### src/rtl/uart_pkg.sv
// Shared register map, STAT bit positions and scheduler state encoding
// for the UART polling scheduler.
package uart_pkg;

    localparam logic [3:0] ADDR_RX   = 4'h0;
    localparam logic [3:0] ADDR_TX   = 4'h4;
    localparam logic [3:0] ADDR_STAT = 4'h8;
    localparam logic [3:0] ADDR_CTRL = 4'hC;

    localparam int STAT_RXV = 0;
    localparam int STAT_TXF = 3;
    localparam int STAT_OVR = 5;
    localparam int STAT_PAR = 7;

    localparam logic [31:0] CTRL_RST_FIFOS = 32'h0000_0003;

    typedef enum logic [2:0] {
        ST_INIT,
        ST_POLL,
        ST_DECIDE,
        ST_RD_RX,
        ST_WR_TX,
        ST_GAP,
        ST_FAULT
    } uart_sched_state_t;

endpackage

### src/rtl/uart_sched.sv
// Polling scheduler: sequences STAT polls, RX reads and TX writes to the
// UART wrapper and tracks sticky line/bus/timeout errors.
module uart_sched
    import uart_pkg::*;
#(
    parameter int POLL_GAP = 16,
    parameter int TIMEOUT  = 1024,
    parameter int CNT_W    = 8
) (
    input  logic             clk_i,
    input  logic             rst_n_i,
    input  logic             tx_valid_i,
    input  logic [7:0]       tx_data_i,
    output logic             tx_ready_o,
    output logic             rx_valid_o,
    output logic [7:0]       rx_data_o,
    input  logic             rx_ready_i,
    output logic             uart_wr_valid_o,
    output logic [3:0]       uart_wr_addr_o,
    output logic [31:0]      uart_wr_data_o,
    input  logic             uart_wr_ready_i,
    input  logic             uart_wr_err_i,
    output logic             uart_rd_req_o,
    output logic [3:0]       uart_rd_addr_o,
    input  logic             uart_rd_valid_i,
    input  logic [31:0]      uart_rd_data_i,
    input  logic             uart_rd_err_i,
    input  logic             err_clr_i,
    output logic [2:0]       line_err_o,
    output logic             bus_err_o,
    output logic             timeout_o,
    output logic [CNT_W-1:0] ovr_cnt_o
);

    localparam int MAXC = (TIMEOUT > POLL_GAP) ? TIMEOUT : POLL_GAP;
    localparam int CW   = $clog2(MAXC) + 1;
    localparam logic [CW-1:0] TO_LAST  = CW'(TIMEOUT - 1);
    localparam logic [CW-1:0] GAP_LAST = CW'(POLL_GAP - 1);

    uart_sched_state_t state_q, state_d;
    logic             req_q, req_d;
    logic [CW-1:0]    cnt_q, cnt_d;
    logic             prio_q, prio_d;
    logic             srx_q, srx_d;
    logic             stxf_q, stxf_d;
    logic [7:0]       txb_q, txb_d;
    logic             rxv_q, rxv_d;
    logic [7:0]       rxd_q, rxd_d;
    logic [2:0]       line_q, line_d;
    logic             bus_q, bus_d;
    logic             to_q, to_d;
    logic [CNT_W-1:0] ovr_q, ovr_d;

    logic is_wr_st;
    logic resp;
    logic rerr;
    logic rx_elig;
    logic tx_elig;
    logic take_tx;
    logic tx_rdy;
    logic unused_rd;

    assign unused_rd = ^uart_rd_data_i[31:8];

    assign is_wr_st = (state_q == ST_INIT) || (state_q == ST_WR_TX);
    assign resp     = req_q & (is_wr_st ? uart_wr_ready_i : uart_rd_valid_i);
    assign rerr     = is_wr_st ? uart_wr_err_i : uart_rd_err_i;
    assign rx_elig  = srx_q & ~rxv_q;
    assign tx_elig  = tx_valid_i & ~stxf_q;
    // prio_q=1 means TX wins the next tie
    assign take_tx  = tx_elig & (~rx_elig | prio_q);

    always_comb begin
        state_d = state_q;
        req_d   = req_q;
        cnt_d   = cnt_q;
        prio_d  = prio_q;
        srx_d   = srx_q;
        stxf_d  = stxf_q;
        txb_d   = txb_q;
        rxv_d   = rxv_q;
        rxd_d   = rxd_q;
        line_d  = line_q;
        bus_d   = bus_q;
        to_d    = to_q;
        ovr_d   = ovr_q;
        tx_rdy  = 1'b0;

        if (rxv_q && rx_ready_i) rxv_d = 1'b0;
        if (err_clr_i) begin
            line_d = '0;
            bus_d  = 1'b0;
            to_d   = 1'b0;
        end

        unique case (state_q)
            ST_INIT, ST_POLL, ST_RD_RX, ST_WR_TX: begin
                if (!req_q) begin
                    req_d = 1'b1;
                    cnt_d = '0;
                end else if (resp) begin
                    req_d = 1'b0;
                    if (rerr) begin
                        bus_d   = 1'b1;
                        state_d = ST_FAULT;
                    end else if (state_q == ST_POLL) begin
                        srx_d   = uart_rd_data_i[STAT_RXV];
                        stxf_d  = uart_rd_data_i[STAT_TXF];
                        line_d  = line_d | uart_rd_data_i[STAT_PAR:STAT_OVR];
                        if (uart_rd_data_i[STAT_OVR] && (ovr_q != '1))
                            ovr_d = ovr_q + 1'b1;
                        state_d = ST_DECIDE;
                    end else if (state_q == ST_RD_RX) begin
                        rxd_d   = uart_rd_data_i[7:0];
                        rxv_d   = 1'b1;
                        state_d = ST_POLL;
                    end else begin
                        state_d = ST_POLL;
                    end
                end else if (cnt_q == TO_LAST) begin
                    req_d   = 1'b0;
                    to_d    = 1'b1;
                    state_d = ST_FAULT;
                end else begin
                    cnt_d = cnt_q + 1'b1;
                end
            end
            ST_DECIDE: begin
                if (rx_elig && tx_elig) prio_d = ~prio_q;
                if (take_tx) begin
                    tx_rdy  = 1'b1;
                    txb_d   = tx_data_i;
                    state_d = ST_WR_TX;
                end else if (rx_elig) begin
                    state_d = ST_RD_RX;
                end else begin
                    cnt_d   = '0;
                    state_d = ST_GAP;
                end
            end
            ST_GAP: begin
                if (cnt_q == GAP_LAST) state_d = ST_POLL;
                else cnt_d = cnt_q + 1'b1;
            end
            ST_FAULT: begin
                if (err_clr_i) begin
                    ovr_d   = '0;
                    state_d = ST_INIT;
                end
            end
            default: state_d = ST_INIT;
        endcase
    end

    always_ff @(posedge clk_i) begin
        if (!rst_n_i) begin
            state_q <= ST_INIT;
            req_q   <= 1'b0;
            cnt_q   <= '0;
            prio_q  <= 1'b0;
            srx_q   <= 1'b0;
            stxf_q  <= 1'b0;
            txb_q   <= '0;
            rxv_q   <= 1'b0;
            rxd_q   <= '0;
            line_q  <= '0;
            bus_q   <= 1'b0;
            to_q    <= 1'b0;
            ovr_q   <= '0;
        end else begin
            state_q <= state_d;
            req_q   <= req_d;
            cnt_q   <= cnt_d;
            prio_q  <= prio_d;
            srx_q   <= srx_d;
            stxf_q  <= stxf_d;
            txb_q   <= txb_d;
            rxv_q   <= rxv_d;
            rxd_q   <= rxd_d;
            line_q  <= line_d;
            bus_q   <= bus_d;
            to_q    <= to_d;
            ovr_q   <= ovr_d;
        end
    end

    // Reset drops any live request in the same cycle
    assign uart_wr_valid_o = rst_n_i & req_q & is_wr_st;
    assign uart_rd_req_o   = rst_n_i & req_q & ~is_wr_st;
    assign tx_ready_o      = rst_n_i & tx_rdy;

    always_comb begin
        uart_wr_addr_o = '0;
        uart_wr_data_o = '0;
        uart_rd_addr_o = '0;
        if (uart_wr_valid_o) begin
            if (state_q == ST_INIT) begin
                uart_wr_addr_o = ADDR_CTRL;
                uart_wr_data_o = CTRL_RST_FIFOS;
            end else begin
                uart_wr_addr_o = ADDR_TX;
                uart_wr_data_o = {24'h0, txb_q};
            end
        end
        if (uart_rd_req_o)
            uart_rd_addr_o = (state_q == ST_POLL) ? ADDR_STAT : ADDR_RX;
    end

    assign rx_valid_o = rxv_q;
    assign rx_data_o  = rxd_q;
    assign line_err_o = line_q;
    assign bus_err_o  = bus_q;
    assign timeout_o  = to_q;
    assign ovr_cnt_o  = ovr_q;

endmodule
### config.mk
export PLATFORM = sky130hd
export DESIGN_NAME = uart_sched
export DESIGN_NICKNAME = d
export VERILOG_FILES = /design/src/rtl/uart_pkg.sv /design/src/rtl/uart_sched.sv
export SDC_FILE = /design/constraint.sdc
export NUM_CORES = 1
export LEC_CHECK = 0
export CAP_MARGIN = 5
export CORE_ASPECT_RATIO = 0.5
export CORE_MARGIN = 2
export CORE_UTILIZATION = 43
export DETAILED_ROUTE_END_ITERATION = 7
export PLACE_DENSITY_LB_ADDON = 0.08
export SYNTH_ARGS = -nofsm -noshare
export SYNTH_HDL_FRONTEND = slang
export SYNTH_SLANG_ARGS = --single-unit
### constraint.sdc
create_clock -name clk_i -period 2.3 [get_ports clk_i]
set_input_delay 0.345 -clock clk_i [delete_from_list [all_inputs] [get_ports clk_i]]
set_output_delay 0.345 -clock clk_i [all_outputs]
set_load 0.1 [all_outputs]
==> results.ini <==
[clock_network]
cts_root_buf=clkbuf_16
numClockSinks=48
clk_latency_ns=0.29
cts.path.max_buffers=2
cts_hold_buf=0
cts_buffers=5
tritoncts=done
htree_num_levels=2
clk_pin_slew_ns=0.07

[die]
die_h_um=60.7
die_w_um=117
core_um2=6130
std_cell_rows=20
start_util_pct=45.0
io_pins=114
fp.dieArea_um2=7110

[detailed_routing]
via_per_inst=5.53
num_vias=2723
drcViolationCount=0
ant_nets=0
wire_per_inst_um=15.1
first_iter_violations=273
dr.pass1.iters=4
wl_um=7440

[place]
hpwl_um=5430
gp_congestion=0.909
post-place-ws_ns=-0.103
io_buffers=60

[synth]
ys.flop_type=dfxtp_1
synthCells=333
synth_enable_flop_cells=0
synth_most_common_cell=dfxtp_1
synth-seq-area-share_pct=34.8
synth_area_leaders=dfxtp_1 35%, buf_4 8.2%, mux2i_1 6.5%, nor2_1 5.2%, a21oi_1 2.9%
yosysTopAreaCellShare_pct=34.8
ys_ff_latch=48
synth_area_per_cell_um2=8.29
yosys_warnings=0
synthDistinctLibCells=59
synthArstFlopShare_pct=0
synth_top_cell_by_area=dfxtp_1
synth_area_um2=2760
synthTopCellsByCount=48 x dfxtp_1, 38 x nor2_1, 30 x buf_4

[power_and_ir_drop]
power_frac_seq_pct=30.7
power_switching_mw=1.32
p_per_area_nw_per_um2=834
combPwrFrac_pct=42.7
internal_power_mw=1.87
p_leak_nw=1.48
power_frac_clock_pct=26.6
irDropWorstVdd_v=0.000606
swShare_pct=41.4

[layout]
syn_to_final_growth_pct=38.8
diodes=0
final_layout_size_suffix_gt1_share_pct=24.8
fin_nets=454
n_fill_cell=523

[worst_setup_path]
end_kind=output port
max_stage_delay_ns=0.64
crit_buf_inv=3
start_kind=input pin
crit_required_ns=1.96
criticalPathCategory=input pin to output port
path_cells=clkdlybuf4s50_1 -> nand2_4 -> nor3_4 -> buf_12 -> and3_2 -> buf_12
r2r_slack_ns=0.25
cp_top_family=buffers and inverters
crit_top_cell=buf_12
crit_path_max_fanout=10
cp_slowest_cell=clkdlybuf4s50_1
r2r_start=cnt_q[0]
r2r_cells=6
crit_arrival_ns=1.88
r2r-end=state_q[2]

[min_path]
min_to=line_err_o[0]
hold_depth=2
hp-class=flop to flop
hp-start=line_err_o[0]

[timing]
post-route-period-util_pct=96.6
fmax_ghz=0.450
hold_viol_final=0
clock_skew_ns=0.00480
min_period_ns=2.22
finalSetupViolCount=0
slew_viol_final=0
whs_ns=0.482
setup_ws_ns=0.0782
max_slew_margin_pct=65.4
tightest_slew_ns=0.513
grt_setup_unrepaired=false

[run]
drv_cap=0

[global_routing]
grt_max_degree=32
antenna_found_initial=0
grt_usage_pct=21.5
grt_pass1_wl_um=12100
overflow=0
grt_pass1_vias=2480

[status]
status=completed

==> registers in the layout, indices dropped and copies added, names as in the netlist <==
signal      cells
req_q           1
bus_err_o       1
prio_q          1
state_q         3
rx_data_o       8
cnt_q          11
txb_q           8
rx_valid_o      1
timeout_o       1
stxf_q          1
ovr_cnt_o       8
line_err_o      3
srx_q           1
==> layout by cell type (no fill, tap or decap), types with 3 or more instances in the layout <==
cell type and count:
nor2_2 3, clkbuf_16 5, nand2_1 17, nor4_1 5, nor3_1 9, and3b_1 3
inv_1 4, o311ai_0 7, nor2_1 36, nand4_1 7, dfxtp_1 43, o22ai_1 4
nand3b_1 4, a211oi_1 7, buf_4 43, mux2_2 3, o21ai_0 10, and3_4 5
conb_1 29, mux2i_1 18, a21oi_1 16, nor2b_1 4, dfxtp_2 5, and3_1 4
nand2b_1 8, clkdlybuf4s50_1 24, buf_12 16, nand3_1 15
==> per-stage QoR <==
stage / instances / cell area (um^2) / utilization [%] / setup TNS (ns) / power [mW]
global route: 492 / 3830 / 62.5 / 0 / 3.35
CTS: 492 / 3830 / 62.4 / 0 / 3.20
finish: 492 / 3830 / 62.5 / 0 / 3.19
detailed placement: 484 / 3660 / 59.6 / -0.639 / 2.35
global placement: 484 / 3660 / 59.6 / -0.641 / 2.33
floorplan: 361 / 2990 / - / -1.07 / 1.99
==> power groups by stage <==
stage / logic, mW / registers (mW) / clock network [mW]
after detailed placement: 1.35 / 0.998 / 0
after global routing: 1.45 / 0.993 / 0.902
after floorplan: 1.04 / 0.957 / 0
after CTS: 1.35 / 0.979 / 0.868
after global placement: 1.34 / 0.993 / 0
final: 1.36 / 0.980 / 0.850
==> timing repair <==
action | in CTS | in global routing
gates resized for setup | 0 | 2
endpoints found under the setup margin | 0 | 3
endpoints found under the hold margin | 0 | 0
buffers inserted | 0 | 0
==> cells by family after synthesis <==
logic type / share of synthesized area (%)
AND/OR/NAND/NOR: 27.9
AO/OA/AOI/OAI: 16.3
buffers and inverters: 11.5
flip-flops: 34.8
multiplexers: 7.75
adder cells (fa/ha/maj): 0.906
XOR/XNOR: 0.635
other: 0.136
==> area by class of cell <==
class	count	area, um^2	area share (%)
clock buffers	5	125	3.27
well taps	88	110	2.87
repair buffers	83	883	23.1
multi-input cells	261	1680	43.9
clock inverters	3	47.5	1.24
flip-flops and latches	48	967	25.2
inverters	4	15.0	0.392
==> worst register-to-register path, cell delays in order (launching register included) <==
cell and delay (ns):
dfxtp_1 0.37, ha_1 0.25, nand3_2 0.14, or4_4 0.56, a211oi_4 0.36, nor2_1 0.07, a211oi_1 0.21
==> layer usage <==
layer / track usage, % / vias up / routed length (um)
li1: - / 1306 / -
met1: 28.1 / 1292 / 3410
met2: 35.0 / 111 / 3300
met3: 6.95 / 14 / 646
met4: 6.71 / 0 / 82
met5: 0 / - / 0
==> how the worst max path moves through the flow <==
stage,startpoint,endpoint,slack (ns),depth (start not counted)
after floorplan,state_q[0],uart_wr_data_o[2],-0.27,4
after global placement,tx_valid_i,cnt_q[6],-0.09,7
after detailed placement,tx_valid_i,cnt_q[4],-0.10,8
after CTS,rst_n_i,uart_wr_data_o[2],0.06,6
after global routing,tx_valid_i,cnt_q[4],0.02,8
final,rst_n_i,uart_wr_data_o[2],0.08,6
Note: power is estimated with default switching activity, not from simulation.
